### config.mk
export PLATFORM = sky130hd
export DESIGN_NAME = pipelined_adder
export DESIGN_NICKNAME = d
export VERILOG_FILES = /design/src/rtl/riscv_alu_pkg.sv /design/src/rtl/adder_chunk.sv /design/src/rtl/pipelined_adder.sv
export SDC_FILE = /design/constraint.sdc
export NUM_CORES = 1
export LEC_CHECK = 0
export CORE_ASPECT_RATIO = 0.5
export CORE_UTILIZATION = 36
export CTS_BUF_LIST = sky130_fd_sc_hd__clkbuf_8
export DETAILED_ROUTE_END_ITERATION = 16
export SLEW_MARGIN = 25
export SYNTH_ARGS = -nofsm -noshare
export SYNTH_HDL_FRONTEND = slang
export SYNTH_SLANG_ARGS = --single-unit
### constraint.sdc
create_clock -name clk -period 9.95 [get_ports clk]
set_input_delay 1.99 -clock clk [delete_from_list [all_inputs] [get_ports clk]]
set_output_delay 1.99 -clock clk [all_outputs]
set_load 0.05 [all_outputs]
### src/rtl/riscv_alu_pkg.sv
// Shared ALU definitions: default adder geometry and the packed result-flag layout {ovf, cout, zero}.
package riscv_alu_pkg;

    localparam int ALU_WIDTH  = 32;
    localparam int ALU_STAGES = 4;

    typedef struct packed {
        logic ovf;
        logic cout;
        logic zero;
    } alu_flags_t;

endpackage

### src/rtl/adder_chunk.sv
// Combinational CHUNK-bit full-adder ripple: (a, b, cin) -> (s, cout).
// Latency 0; no flow control, the enclosing pipeline stage owns the handshake.
module adder_chunk #(
    parameter int CHUNK = 8
) (
    input  logic [CHUNK-1:0] a,
    input  logic [CHUNK-1:0] b,
    input  logic             cin,
    output logic [CHUNK-1:0] s,
    output logic             cout
);

    logic [CHUNK:0] c;

    always_comb begin
        c    = '0;
        s    = '0;
        c[0] = cin;
        for (int i = 0; i < CHUNK; i++) begin
            s[i]   = a[i] ^ b[i] ^ c[i];
            c[i+1] = ((a[i] ^ b[i]) & c[i]) | (a[i] & b[i]);
        end
    end

    assign cout = c[CHUNK];

endmodule

### src/rtl/pipelined_adder.sv
// Pipelined ripple-carry adder, WIDTH bits in STAGES chunks; sum/cout/ovf/zero; `PIPE_ADDER_SUB_EN enables sub.
// Latency STAGES cycles, throughput 1 op/cycle.
// Backpressure: whole pipe advances only when the output slot is empty or consumed (in_ready = adv).
module pipelined_adder
    import riscv_alu_pkg::*;
#(
    parameter int WIDTH  = ALU_WIDTH,
    parameter int STAGES = ALU_STAGES
) (
    input  logic             clk,
    input  logic             rst,
    input  logic             in_valid,
    output logic             in_ready,
    input  logic [WIDTH-1:0] a,
    input  logic [WIDTH-1:0] b,
    input  logic             cin,
    input  logic             sub,
    output logic             out_valid,
    input  logic             out_ready,
    output logic [WIDTH-1:0] sum,
    output logic             cout,
    output logic             ovf,
    output logic             zero
);

    localparam int CHUNK = WIDTH / STAGES;

    if (STAGES < 1 || (WIDTH % STAGES) != 0) begin : g_bad_cfg
        $error("pipelined_adder: WIDTH must be a multiple of STAGES, STAGES >= 1");
    end

    logic             adv;
    logic [WIDTH-1:0] b_eff;
    logic             cin_eff;

    assign adv      = !out_valid || out_ready;
    assign in_ready = adv;

`ifdef PIPE_ADDER_SUB_EN
    assign b_eff   = sub ? ~b : b;
    assign cin_eff = cin ^ sub;
`else
    logic unused_sub;
    assign unused_sub = sub;
    assign b_eff      = b;
    assign cin_eff    = cin;
`endif

    // Stage k consumes the low chunk of the operand bits still pending and forwards only
    // the unconsumed upper bits, so registers shrink as the partial sum grows.
    for (genvar k = 0; k < STAGES; k++) begin : stg
        localparam int REM_IN = WIDTH - k * CHUNK;
        localparam int DONE   = (k + 1) * CHUNK;

        logic [REM_IN-1:0] a_in;
        logic [REM_IN-1:0] b_in;
        logic              c_in;
        logic              v_in;
        logic [CHUNK-1:0]  s;
        logic              co;
        logic [DONE-1:0]   ps_next;
        logic [DONE-1:0]   ps_q;
        logic              v_q;

        if (k == 0) begin : g_first
            assign a_in    = a;
            assign b_in    = b_eff;
            assign c_in    = cin_eff;
            assign v_in    = in_valid;
            assign ps_next = s;
        end else begin : g_mid
            assign a_in    = stg[k-1].g_fwd.a_q;
            assign b_in    = stg[k-1].g_fwd.b_q;
            assign c_in    = stg[k-1].g_fwd.c_q;
            assign v_in    = stg[k-1].v_q;
            assign ps_next = {s, stg[k-1].ps_q};
        end

        adder_chunk #(.CHUNK(CHUNK)) u_chunk (
            .a    (a_in[CHUNK-1:0]),
            .b    (b_in[CHUNK-1:0]),
            .cin  (c_in),
            .s    (s),
            .cout (co)
        );

        always_ff @(posedge clk) begin
            if (rst) begin
                ps_q <= '0;
                v_q  <= 1'b0;
            end else if (adv) begin
                ps_q <= ps_next;
                v_q  <= v_in;
            end
        end

        if (k < STAGES - 1) begin : g_fwd
            logic [REM_IN-CHUNK-1:0] a_q;
            logic [REM_IN-CHUNK-1:0] b_q;
            logic                    c_q;

            always_ff @(posedge clk) begin
                if (rst) begin
                    a_q <= '0;
                    b_q <= '0;
                    c_q <= 1'b0;
                end else if (adv) begin
                    a_q <= a_in[REM_IN-1:CHUNK];
                    b_q <= b_in[REM_IN-1:CHUNK];
                    c_q <= co;
                end
            end
        end else begin : g_last
            alu_flags_t flags_d;
            alu_flags_t flags_q;

            // The sign bits of a and b' are the MSBs of the final chunk's operands.
            always_comb begin
                flags_d      = '0;
                flags_d.ovf  = (a_in[REM_IN-1] == b_in[REM_IN-1]) && (s[CHUNK-1] != a_in[REM_IN-1]);
                flags_d.cout = co;
                flags_d.zero = (ps_next == '0);
            end

            always_ff @(posedge clk) begin
                if (rst) begin
                    flags_q <= '0;
                end else if (adv) begin
                    flags_q <= flags_d;
                end
            end
        end
    end

    assign out_valid = stg[STAGES-1].v_q;
    assign sum       = stg[STAGES-1].ps_q;
    assign cout      = stg[STAGES-1].g_last.flags_q.cout;
    assign ovf       = stg[STAGES-1].g_last.flags_q.ovf;
    assign zero      = stg[STAGES-1].g_last.flags_q.zero;

endmodule

# Word level (Yosys, flattened, before mapping)
# Cells that the tools add are included.
[word_totals]
inputBits = 70
output_inout_bits = 37
wordCells = 186
register_bits = 186
[op_classes]
bitwise_logic = 160
reduce_logical = 4
eq_ne = 2
[op_table]
columns = ["op", "n"]
rows = [
  ["bitwise AND 1 bit", 64],
  ["XOR 1 bit", 64],
  ["logical NOT 32 bit", 1],
  ["bitwise OR 1 bit", 32],
  ["== test 1 bit", 1],
  ["logical AND 1 bit", 1],
  ["logical NOT 1 bit", 1],
  ["logical OR 1 bit", 1],
  ["inequality test 1 bit", 1],
]

# Depth between registers and ports, before layout
# Gate-level depths: netlist (run 1).
[logic_depth]
depth_word = 18
depth_mapped = 12
ltp_nobuf = 12

# By module
# A second synthesis (run 1) with hierarchy kept.
[unflattened]
hier_cells = 881
hier_area_um2 = 7284.5
[modules_own_cells]
columns = ["mod", "instances", "cells_per_inst", "seq_area_each_um2", "area_per_inst_um2"]
rows = [
  ["pipelined_adder", 1, 819, 3723.6, 6531.3],
  ["adder_chunk at stg[2].u_chunk ...", 2, 18, 0.0, 197.7],
  ["adder_chunk at stg[0].u_chunk ...", 2, 13, 0.0, 178.9],
]

# Least setup slack after synthesis (run 1)
# Ideal clock, no wire load.
[synth_timing]
kind = "input -> register"
from = "input a[0]"
to = "register stg[0].ps_q[7]"
required_time_ns = 9.864
setup_ns = 0.086
setup_slack_ns = 4.735
n_path_buf = 0
stages = 12
t_arrival_ns = 5.129
path_cell_list = "inv_1 -> fa_1 -> inv_1 -> fa_1 -> fa_1 -> fa_1 -> fa_1 -> fa_1 -> fa_1 -> inv_1 -> fa_1 -> a211oi_1"
[synth_between]
elab_chain_cells = 16
word_cells_on_any_way = 17
classes_between = "bitwise: 17"
[synth_lines]
columns = ["item", "line", "text"]
rows = [
  ["start: declaration", "pipelined_adder.sv:14", "input logic [WIDTH-1:0] a,"],
  ["XOR 1 bit", "adder_chunk.sv:21", "c[i+1] = ((a[i] ^ b[i]) & c[i]) | (a[i] & b[i]);"],
  ["bitwise AND 1 bit", "adder_chunk.sv:21", ""],
  ["bitwise OR 1 bit *", "adder_chunk.sv:21", ""],
  ["bitwise AND 1 bit *", "adder_chunk.sv:21", ""],
  ["bitwise OR 1 bit *", "adder_chunk.sv:21", ""],
  ["bitwise AND 1 bit *", "adder_chunk.sv:21", ""],
  ["bitwise OR 1 bit *", "adder_chunk.sv:21", ""],
  ["bitwise AND 1 bit *", "adder_chunk.sv:21", ""],
  ["bitwise OR 1 bit *", "adder_chunk.sv:21", ""],
  ["bitwise AND 1 bit *", "adder_chunk.sv:21", ""],
  ["bitwise OR 1 bit *", "adder_chunk.sv:21", ""],
  ["bitwise AND 1 bit *", "adder_chunk.sv:21", ""],
  ["bitwise OR 1 bit *", "adder_chunk.sv:21", ""],
  ["bitwise AND 1 bit *", "adder_chunk.sv:21", ""],
  ["bitwise OR 1 bit *", "adder_chunk.sv:21", ""],
  ["XOR 1 bit *", "adder_chunk.sv:20", "s[i] = a[i] ^ b[i] ^ c[i];"],
  ["end signal: assignment", "pipelined_adder.sv:92", "ps_q <= ps_next;"],
  ["end: declaration", "pipelined_adder.sv:62", "logic [DONE-1:0] ps_q;"],
]
# Every way passes the cells marked *; elsewhere a longest branch is shown, timed or not.
# A chain may end at the register's enable or synchronous reset.

# Final worst setup path (run 1)
[layout_timing]
from = "input out_ready"
to = "output in_ready"
[layout_between]
elab_chain_cells = 1
[layout_lines]
columns = ["item", "line", "text"]
rows = [
  ["start: declaration", "pipelined_adder.sv:19", "input logic out_ready,"],
  ["logical OR 1 bit", "pipelined_adder.sv:36", "assign adv = !out_valid || out_ready;"],
  ["end: declaration", "pipelined_adder.sv:13", "output logic in_ready,"],
]
# Every way passes these cells.

==> results by group, run 1 <==
CTS
  – Clock Tree Root: clkbuf_8
  – Register clock-pin slew on the reported worst setup and hold paths: 0.11 ns
  – TritonCTS buffer count: 17
  – PostCTS Resize Cnt: 0
  – Clock Path Buffers: 2
  – H-tree lvl count: 4
  – CTS Hold Bufs: 0
  – Setup Buffers After CTS: 0
  – Clock sink total: 186
  – CTS tree: yes
  – Worst-Skew Late Latency: 0.46 ns

Power
  – Clock network power share: 0.334
  – P_int: 1040 uW
  – Pwr Density: 166 nW/um^2
  – P_leak: 0.00329 uW
  – Max IR drop VDD: 0.0000611 V
  – Power share of the sequential group: 0.558
  – Sw Share: 0.281
  – Gate power share: 0.107
  – Total power: 1450 uW
  – Net Sw Power: 409 uW

Setup path
  – Setup CP Type: in2out
  – Critical Path RT: 7.96 ns
  – Worst-path fanout max: 97
  – Crit path launch type: primary input
  – Worst Setup End Kind: output pin
  – FF-to-FF setup slack: 5.49 ns
  – Crit path DAT: 4.28 ns

Die
  – Starting Density: 0.374
  – I/O pin cnt: 107
  – Die ar.: 21100 um^2
  – Die Ht: 103 um
  – Core Box Area: 19800 um^2
  – Die width: 205 um
  – Cell Rows: 36

Routing
  – Routed vias/inst: 4.58
  – Vias: 5519
  – Starting DRC count in detailed routing: 352
  – Drt first pass iters: 4
  – Routed Antenna Nets: 0
  – Post-route DRC violation count: 0
  – Post-DR wirelength/cell: 13.2 um
  – WL final: 15800 um

Synth
  – FF+latch count, synth: 186
  – Yosys Warn Count: 0
  – Yosys cell types: 26
  – Net count after synthesis: 962
  – Synth Area per Inst: 8.60 um^2
  – Post-Synthesis Cells: 859
  – Post-Syn Area: 7390 um^2
  – Post-synthesis sequential area ratio: 0.504

Cells and area
  – Area of the multi-input gates: 3180 um^2
  – Area delta synth->final: 18.8%
  – FF/Latch Area: 3720 um^2
  – Commonest cells after routing, fill and taps aside: 349 x nand2_1, 186 x dfxtp_1, 145 x a21oi_1
  – Antenna diodes: 0
  – Fin nets: 1029
  – Layout cells sized above 1: 0.0736
  – Most common cell after layout, fill and taps aside: nand2_1
  – FILL cells: 2020

Placed design
  – Port bufs: 105
  – GP Congestion: 0.724
  – Placed wire-length estimate: 10200 um

STA
  – Fin crit period: 6.27 ns
  – Final Hold Vio Count: 0
  – Slew headroom: 0.384
  – Setup violations, final: 0
  – Setup TNS: 0 ns
  – Worst Skew: 0.0206 ns
  – Unrepaired setup endpoints after global routing: false
  – Fmax: 159 MHz
  – Worst Hold Slack: 0.452 ns
  – Pins Over Slew Limit: 0
  – Worst-Margin Slew: 0.923 ns
  – Final worst-path cycle share: 0.630

GRT
  – Total grt overflow: 0
  – Initial antenna violation count: 0
  – Global-route wire length before repair: 25700 um
  – Number of global-route vias before repair: 5177
  – Largest net degree at the start of global routing: 102
  – Global-route usage over all layers: 0.153

Run
  – Max-cap violation count: 0

Hold path
  – Min-delay worst type: reg2reg

Run status
  – Status: finished, final reports clean
[final timing paths]
path | start | end | cells after the start
max | out_ready | in_ready | 5
min | stg[1].ps_q[14] | stg[2].ps_q[14] | 2
max reg2reg | stg[2].g_fwd.a_q[0] | ovf | 12
min reg2reg | stg[1].ps_q[14] | stg[2].ps_q[14] | 2
[cell families (layout without fill, tap and decap cells)]
family / after synthesis / after routing / synth area share
compound gates: 185 / 185 / 0.144
xor+xnor: 1 / 1 / 0.00119
fa+ha+maj: 33 / 33 / 0.0884
buf+inv: 79 / 158 / 0.0662
flops: 186 / 186 / 0.504
simple gates: 375 / 375 / 0.196
[synth_stat cells (all sizes together)]
cell type | instances | area share
ha | 1 | 0.0017
nand3 | 2 | 0.0014
fa | 32 | 0.087
a21oi | 175 | 0.13
dfxtp | 186 | 0.50
clkbuf | 13 | 0.0066
nand3b | 1 | 0.0010
nor3 | 1 | 0.00068
a211oi | 9 | 0.0091
buf | 49 | 0.051
or3 | 1 | 0.00085
o31ai | 1 | 0.0010
nor4 | 6 | 0.0051
nor4b | 1 | 0.0012
nand4 | 1 | 0.00085
xor2 | 1 | 0.0012
inv | 17 | 0.0090
nor2b | 1 | 0.0019
nor2 | 12 | 0.0061
nand2 | 349 | 0.18
[stage by stage]
step	setup WS (ns)	cells	instance area, um^2	util
finish	3.68	1204	8780	0.444
global route	3.53	1204	8780	0.444
CTS	3.34	1204	8770	0.444
detailed placement	3.34	1173	8390	0.424
global placement	3.35	1173	8390	0.424
floorplan	4.74	859	7390	-
[final cells by class]
class	count	share of cell area
tap	266	0.0379
sequential	186	0.424
inverter	17	0.00784
multi-input combinational	594	0.362
clock buffer	17	0.0267
clock inverter	14	0.0170
timing repair buffer	110	0.125
[power groups by stage]
stage,clock (uW),sequential (uW),combinational (uW)
floorplan,0,840,80.7
global placement,0,827,156
detailed placement,0,828,157
CTS,506,811,158
global route,538,817,175
finish,486,811,156
[state kept, by name, indices dropped and copies added, names as in the netlist]
register	count
cout	1
out_valid	1
ovf	1
stg.g_fwd.a_q	48
stg.g_fwd.b_q	48
stg.g_fwd.c_q	3
stg.ps_q	48
stg.v_q	3
sum	32
zero	1
[critical path, cell delays in order]
cell,delay (ns)
clkdlybuf4s50_1,0.44
nor2b_4,0.12
buf_6,0.56
inv_6,0.32
clkdlybuf4s50_1,0.81
[metal layers]
metal | global-route usage | share of wire | vias up
met5 | 0 | 0 | -
met4 | 0.0442 | 0.0097 | 0
met3 | 0.0341 | 0.027 | 11
met2 | 0.233 | 0.44 | 58
met1 | 0.218 | 0.52 | 2572
li1 | - | - | 2878
No activity file was read; power rests on OpenSTA's default activity.
==> run 2, diff against run 1 <==
- clock period: 9.95 -> 6.1 ns (I/O delays scaled with it)
==> results by group, run 2 (synthesis gave the netlist of run 1 again) <==
Die
  – I/O pin cnt: 107
  – Die Ht: 103 um
  – Starting Density: 0.374
  – Die width: 205 um
  – Cell Rows: 36
  – Die ar.: 21100 um^2
  – Core Box Area: 19800 um^2

GRT
  – Initial antenna violation count: 0
  – Global-route usage over all layers: 0.154
  – Number of global-route vias before repair: 5160
  – Total grt overflow: 0
  – Global-route wire length before repair: 25800 um
  – Largest net degree at the start of global routing: 109

Routing
  – Vias: 5551
  – Post-route DRC violation count: 0
  – Drt first pass iters: 4
  – Routed Antenna Nets: 0
  – WL final: 15700 um
  – Routed vias/inst: 4.61
  – Post-DR wirelength/cell: 13.0 um
  – Starting DRC count in detailed routing: 300

STA
  – Fin crit period: 4.53 ns
  – Final worst-path cycle share: 0.743
  – Worst-Margin Slew: 0.994 ns
  – Final Hold Vio Count: 0
  – Setup TNS: 0 ns
  – Unrepaired setup endpoints after global routing: false
  – Setup violations, final: 0
  – Slew headroom: 0.338
  – Pins Over Slew Limit: 0
  – Fmax: 221 MHz
  – Worst Skew: 0.0203 ns

Cells and area
  – Layout cells sized above 1: 0.0735
  – Fin nets: 1029
  – Antenna diodes: 0
  – Area delta synth->final: 18.9%
  – Biggest regs: stg.g_fwd.a_q (48), stg.g_fwd.b_q (48), stg.ps_q (48)
  – Area of the multi-input gates: 3180 um^2
  – Most common cell after layout, fill and taps aside: nand2_1
  – Commonest cells after routing, fill and taps aside: 349 x nand2_1, 186 x dfxtp_1, 145 x a21oi_1
  – FF/Latch Area: 3720 um^2
  – FILL cells: 1995

Power
  – Pwr Density: 271 nW/um^2
  – Sw Share: 0.284
  – Power share of the sequential group: 0.556
  – Clock network power share: 0.337
  – Total power: 2380 uW
  – P_int: 1700 uW
  – P_leak: 0.00330 uW
  – Gate power share: 0.106
  – Net Sw Power: 676 uW
  – Max IR drop VDD: 0.000151 V

Setup path
  – Setup CP Type: in2reg
  – Cell Chain, Critical Path: clkdlybuf4s50_1 -> inv_1 -> fa_1 -> inv_1 -> fa_1 -> fa_1 -> fa_1 -> fa_1 -> fa_1 -> fa_1 -> inv_1 -> fa_1 -> a211oi_1
  – Crit path launch type: primary input
  – Worst-path fanout max: 1
  – Crit-path max cell delay: 0.41 ns
  – Most frequent cell on the critical path: fa_1
  – Crit path DAT: 4.91 ns
  – Worst Setup End Kind: register
  – Critical Path RT: 6.48 ns
  – Critical-path top delay cell: fa_1

CTS
  – Register clock-pin slew on the reported worst setup and hold paths: 0.12 ns
  – Setup Buffers After CTS: 0
  – TritonCTS buffer count: 17
  – Clock sink total: 186
  – H-tree lvl count: 4
  – Clock Tree Root: clkbuf_8
  – PostCTS Resize Cnt: 0
  – CTS Hold Bufs: 0
  – Clock Path Buffers: 2
  – CTS tree: yes
  – Worst-Skew Late Latency: 0.46 ns

Run
  – Max-cap violation count: 0

Placed design
  – Port bufs: 105
  – GP Congestion: 0.736
  – Placed wire-length estimate: 10200 um

Run status
  – Status: finished, final reports clean

Hold path
  – Min-delay worst type: reg2reg
-- run 2: per-stage QoR --
stage               utilization  hold slack (ns)  setup WS, ns  std cells  area, um^2
finish                    0.444            0.452          1.57       1205        8790
global route              0.444            0.460          1.39       1205        8790
CTS                       0.444            0.456          1.54       1205        8780
detailed placement        0.424            0.443          1.02       1173        8390
global placement          0.424            0.438          1.08       1173        8390
floorplan                     -            0.432          1.66        859        7390
-- run 2: power by group through the flow --
| stage | clock, uW | sequential, uW | combinational [uW] |
|---|---|---|---|
| floorplan | 0 | 1370 | 132 |
| global placement | 0 | 1350 | 255 |
| detailed placement | 0 | 1350 | 256 |
| CTS | 834 | 1320 | 258 |
| global route | 884 | 1330 | 285 |
| finish | 803 | 1320 | 253 |
-- run 2: worst paths after layout --
path / slack (ns) / cells after the start / end / startpoint
worst min-delay path: 0.45 / 2 / stg[1].g_fwd.a_q[8] / stg[0].g_fwd.a_q[16]
worst max-delay path: 1.57 / 13 / stg[0].ps_q[7] / b[0]
worst min register to register: 0.45 / 2 / stg[1].g_fwd.a_q[8] / stg[0].g_fwd.a_q[16]
worst max register to register: 1.70 / 12 / ovf / stg[2].g_fwd.a_q[0]
-- run 2: layout make-up --
cell class,instances,share of cell area
well taps,266,0.0379
multi-input cells,594,0.361
clock inverters,15,0.0179
flip-flops and latches,186,0.424
inverters,17,0.00783
clock buffers,17,0.0266
repair buffers,110,0.124
-- run 2: worst max-delay path: cells and delay by family --
family	cells	cell delay, ns
AOI/OAI and AO/OA	1	0.19
buffers and inverters	4	0.60
adders and majority gates	8	2.89
-- run 2: routing by layer --
| metal | up-vias | GRT usage | wire length [um] |
|---|---|---|---|
| li1 | 2886 | - | - |
| met1 | 2587 | 0.219 | 8120 |
| met2 | 67 | 0.234 | 6900 |
| met3 | 11 | 0.0304 | 516 |
| met4 | 0 | 0.0534 | 130 |
| met5 | - | 0 | 0 |
==> run 3, diff against run 2 <==
- clock period: 6.1 -> 4.72 ns (I/O delays scaled with it)
==> results by group, run 3 (synthesis gave the netlist of run 1 again) <==
Die
  – Die ar.: 21100 um^2
  – I/O pin cnt: 107
  – Die width: 205 um
  – Die Ht: 103 um
  – Core Box Area: 19800 um^2
  – Cell Rows: 36
  – Starting Density: 0.374

STA
  – Final worst-path cycle share: 0.941
  – Worst Hold Slack: 0.454 ns
  – Slew headroom: 0.364
  – Fin crit period: 4.44 ns
  – Unrepaired setup endpoints after global routing: false
  – Pins Over Slew Limit: 0
  – Fmax: 225 MHz
  – Worst-Margin Slew: 0.953 ns
  – Final Hold Vio Count: 0
  – Worst Skew: 0.0225 ns
  – Setup TNS: 0 ns
  – Setup violations, final: 0

Cells and area
  – Fin nets: 1028
  – Biggest regs: stg.g_fwd.a_q (48), stg.g_fwd.b_q (48), stg.ps_q (48)
  – FILL cells: 1987
  – Most common cell after layout, fill and taps aside: nand2_1
  – Util after Layout: 0.444
  – Commonest cells after routing, fill and taps aside: 349 x nand2_1, 186 x dfxtp_1, 145 x a21oi_1
  – Final Instance Count excl. Fillers: 1204
  – Area delta synth->final: 18.8%
  – Post-route cell area: 8780 um^2
  – Layout cells sized above 1: 0.0736
  – Antenna diodes: 0

Routing
  – Starting DRC count in detailed routing: 322
  – Routed vias/inst: 4.59
  – WL final: 15900 um
  – Post-DR wirelength/cell: 13.2 um
  – Vias: 5524
  – Post-route DRC violation count: 0
  – Routed Antenna Nets: 0
  – Drt first pass iters: 4

Power
  – Net Sw Power: 877 uW
  – Max IR drop VDD: 0.000130 V
  – P_leak: 0.00330 uW
  – Power share of the sequential group: 0.556
  – Clock network power share: 0.337
  – Gate power share: 0.107
  – P_int: 2200 uW
  – Pwr Density: 350 nW/um^2
  – Sw Share: 0.285

Setup path
  – FF-to-FF setup slack: 0.28 ns
  – Worst-path fanout max: 3
  – Crit path DAT: 4.84 ns
  – Critical path capture point: ovf
  – Worst Setup End Kind: register
  – Critical path startpoint: stg[2].g_fwd.a_q[0]
  – Crit Reg-Reg Endpoint: ovf
  – Setup CP Type: reg2reg
  – Worst r2r src: stg[2].g_fwd.a_q[0]
  – Crit path launch type: register
  – Critical Path RT: 5.12 ns
  – Cell count of the worst reg-to-reg path: 12

Placed design
  – Post-DP Area: 8390 um^2
  – Dpl cells: 1172
  – Placed wire-length estimate: 9980 um
  – Port bufs: 105
  – GP Congestion: 0.737

GRT
  – Global-route wire length before repair: 26200 um
  – Largest net degree at the start of global routing: 137
  – Number of global-route vias before repair: 5300
  – Initial antenna violation count: 0
  – Total grt overflow: 0
  – Global-route usage over all layers: 0.157

CTS
  – Clock sink total: 186
  – CTS tree: yes
  – PostCTS Resize Cnt: 0
  – H-tree lvl count: 4
  – TritonCTS buffer count: 17
  – CTS Hold Bufs: 0
  – Worst-Skew Late Latency: 0.48 ns
  – Clock Tree Root: clkbuf_8
  – Register clock-pin slew on the reported worst setup and hold paths: 0.12 ns
  – Setup Buffers After CTS: 0
  – Clock Path Buffers: 2

Hold path
  – Worst Hold Launch: stg[1].g_fwd.a_q[7]
  – Min-delay worst type: reg2reg

Run
  – Max-cap violation count: 0

Run status
  – Status: finished, final reports clean
[run 3: worst min path at each step]
stage / to / slack, ns / cells after the start
after global placement: stg[0].ps_q[1] / 0.44 / 2
after CTS: stg[2].g_fwd.b_q[3] / 0.45 / 2
final: stg[1].g_fwd.a_q[7] / 0.45 / 2
after floorplan: stg[0].g_fwd.a_q[7] / 0.43 / 2
after global routing: stg[1].g_fwd.b_q[10] / 0.47 / 2
after detailed placement: sum[12] / 0.44 / 2
[run 3: area by class of cell]
class / instances / area (um^2) / share of cell area
clock buffer: 17 / 234 / 0.0266
inverter: 17 / 68.8 / 0.00784
sequential: 186 / 3720 / 0.424
tap: 266 / 333 / 0.0379
multi-input combinational: 594 / 3180 / 0.362
timing repair buffer: 109 / 1100 / 0.125
clock inverter: 15 / 150 / 0.0171
[run 3: routing by layer]
| layer | part of all wire | track usage | wire, um |
|---|---|---|---|
| met5 | 0 | 0 | 0 |
| met4 | 0.013 | 0.0608 | 206 |
| met3 | 0.032 | 0.0294 | 502 |
| met2 | 0.43 | 0.232 | 6740 |
| met1 | 0.53 | 0.226 | 8400 |
[run 3: worst max-delay path: stages (launching register included)]
cell and delay, ns:
dfxtp_1 0.35, fa_1 0.46, fa_1 0.40, fa_1 0.41
fa_1 0.40, fa_1 0.43, fa_1 0.42, fa_1 0.38
inv_1 0.08, fa_1 0.45, xor2_1 0.15, or3_1 0.30
a21oi_1 0.14
[run 3: metrics by stage]
step           worst slack (ns)  power, uW
6_report                  0.279       3080
5_1_grt                   0.105       3240
4_1_cts                   0.273       3130
3_5_place_dp             -0.114       2080
3_3_place_gp            -0.0247       2070
2_1_floorplan             0.551       1940
[run 3: power groups by stage]
stage | sequential (uW) | clock [uW] | combinational (uW)
after global routing | 1720 | 1150 | 369
after global placement | 1740 | 0 | 329
final | 1710 | 1040 | 329
after CTS | 1710 | 1080 | 334
after detailed placement | 1750 | 0 | 331
after floorplan | 1770 | 0 | 170
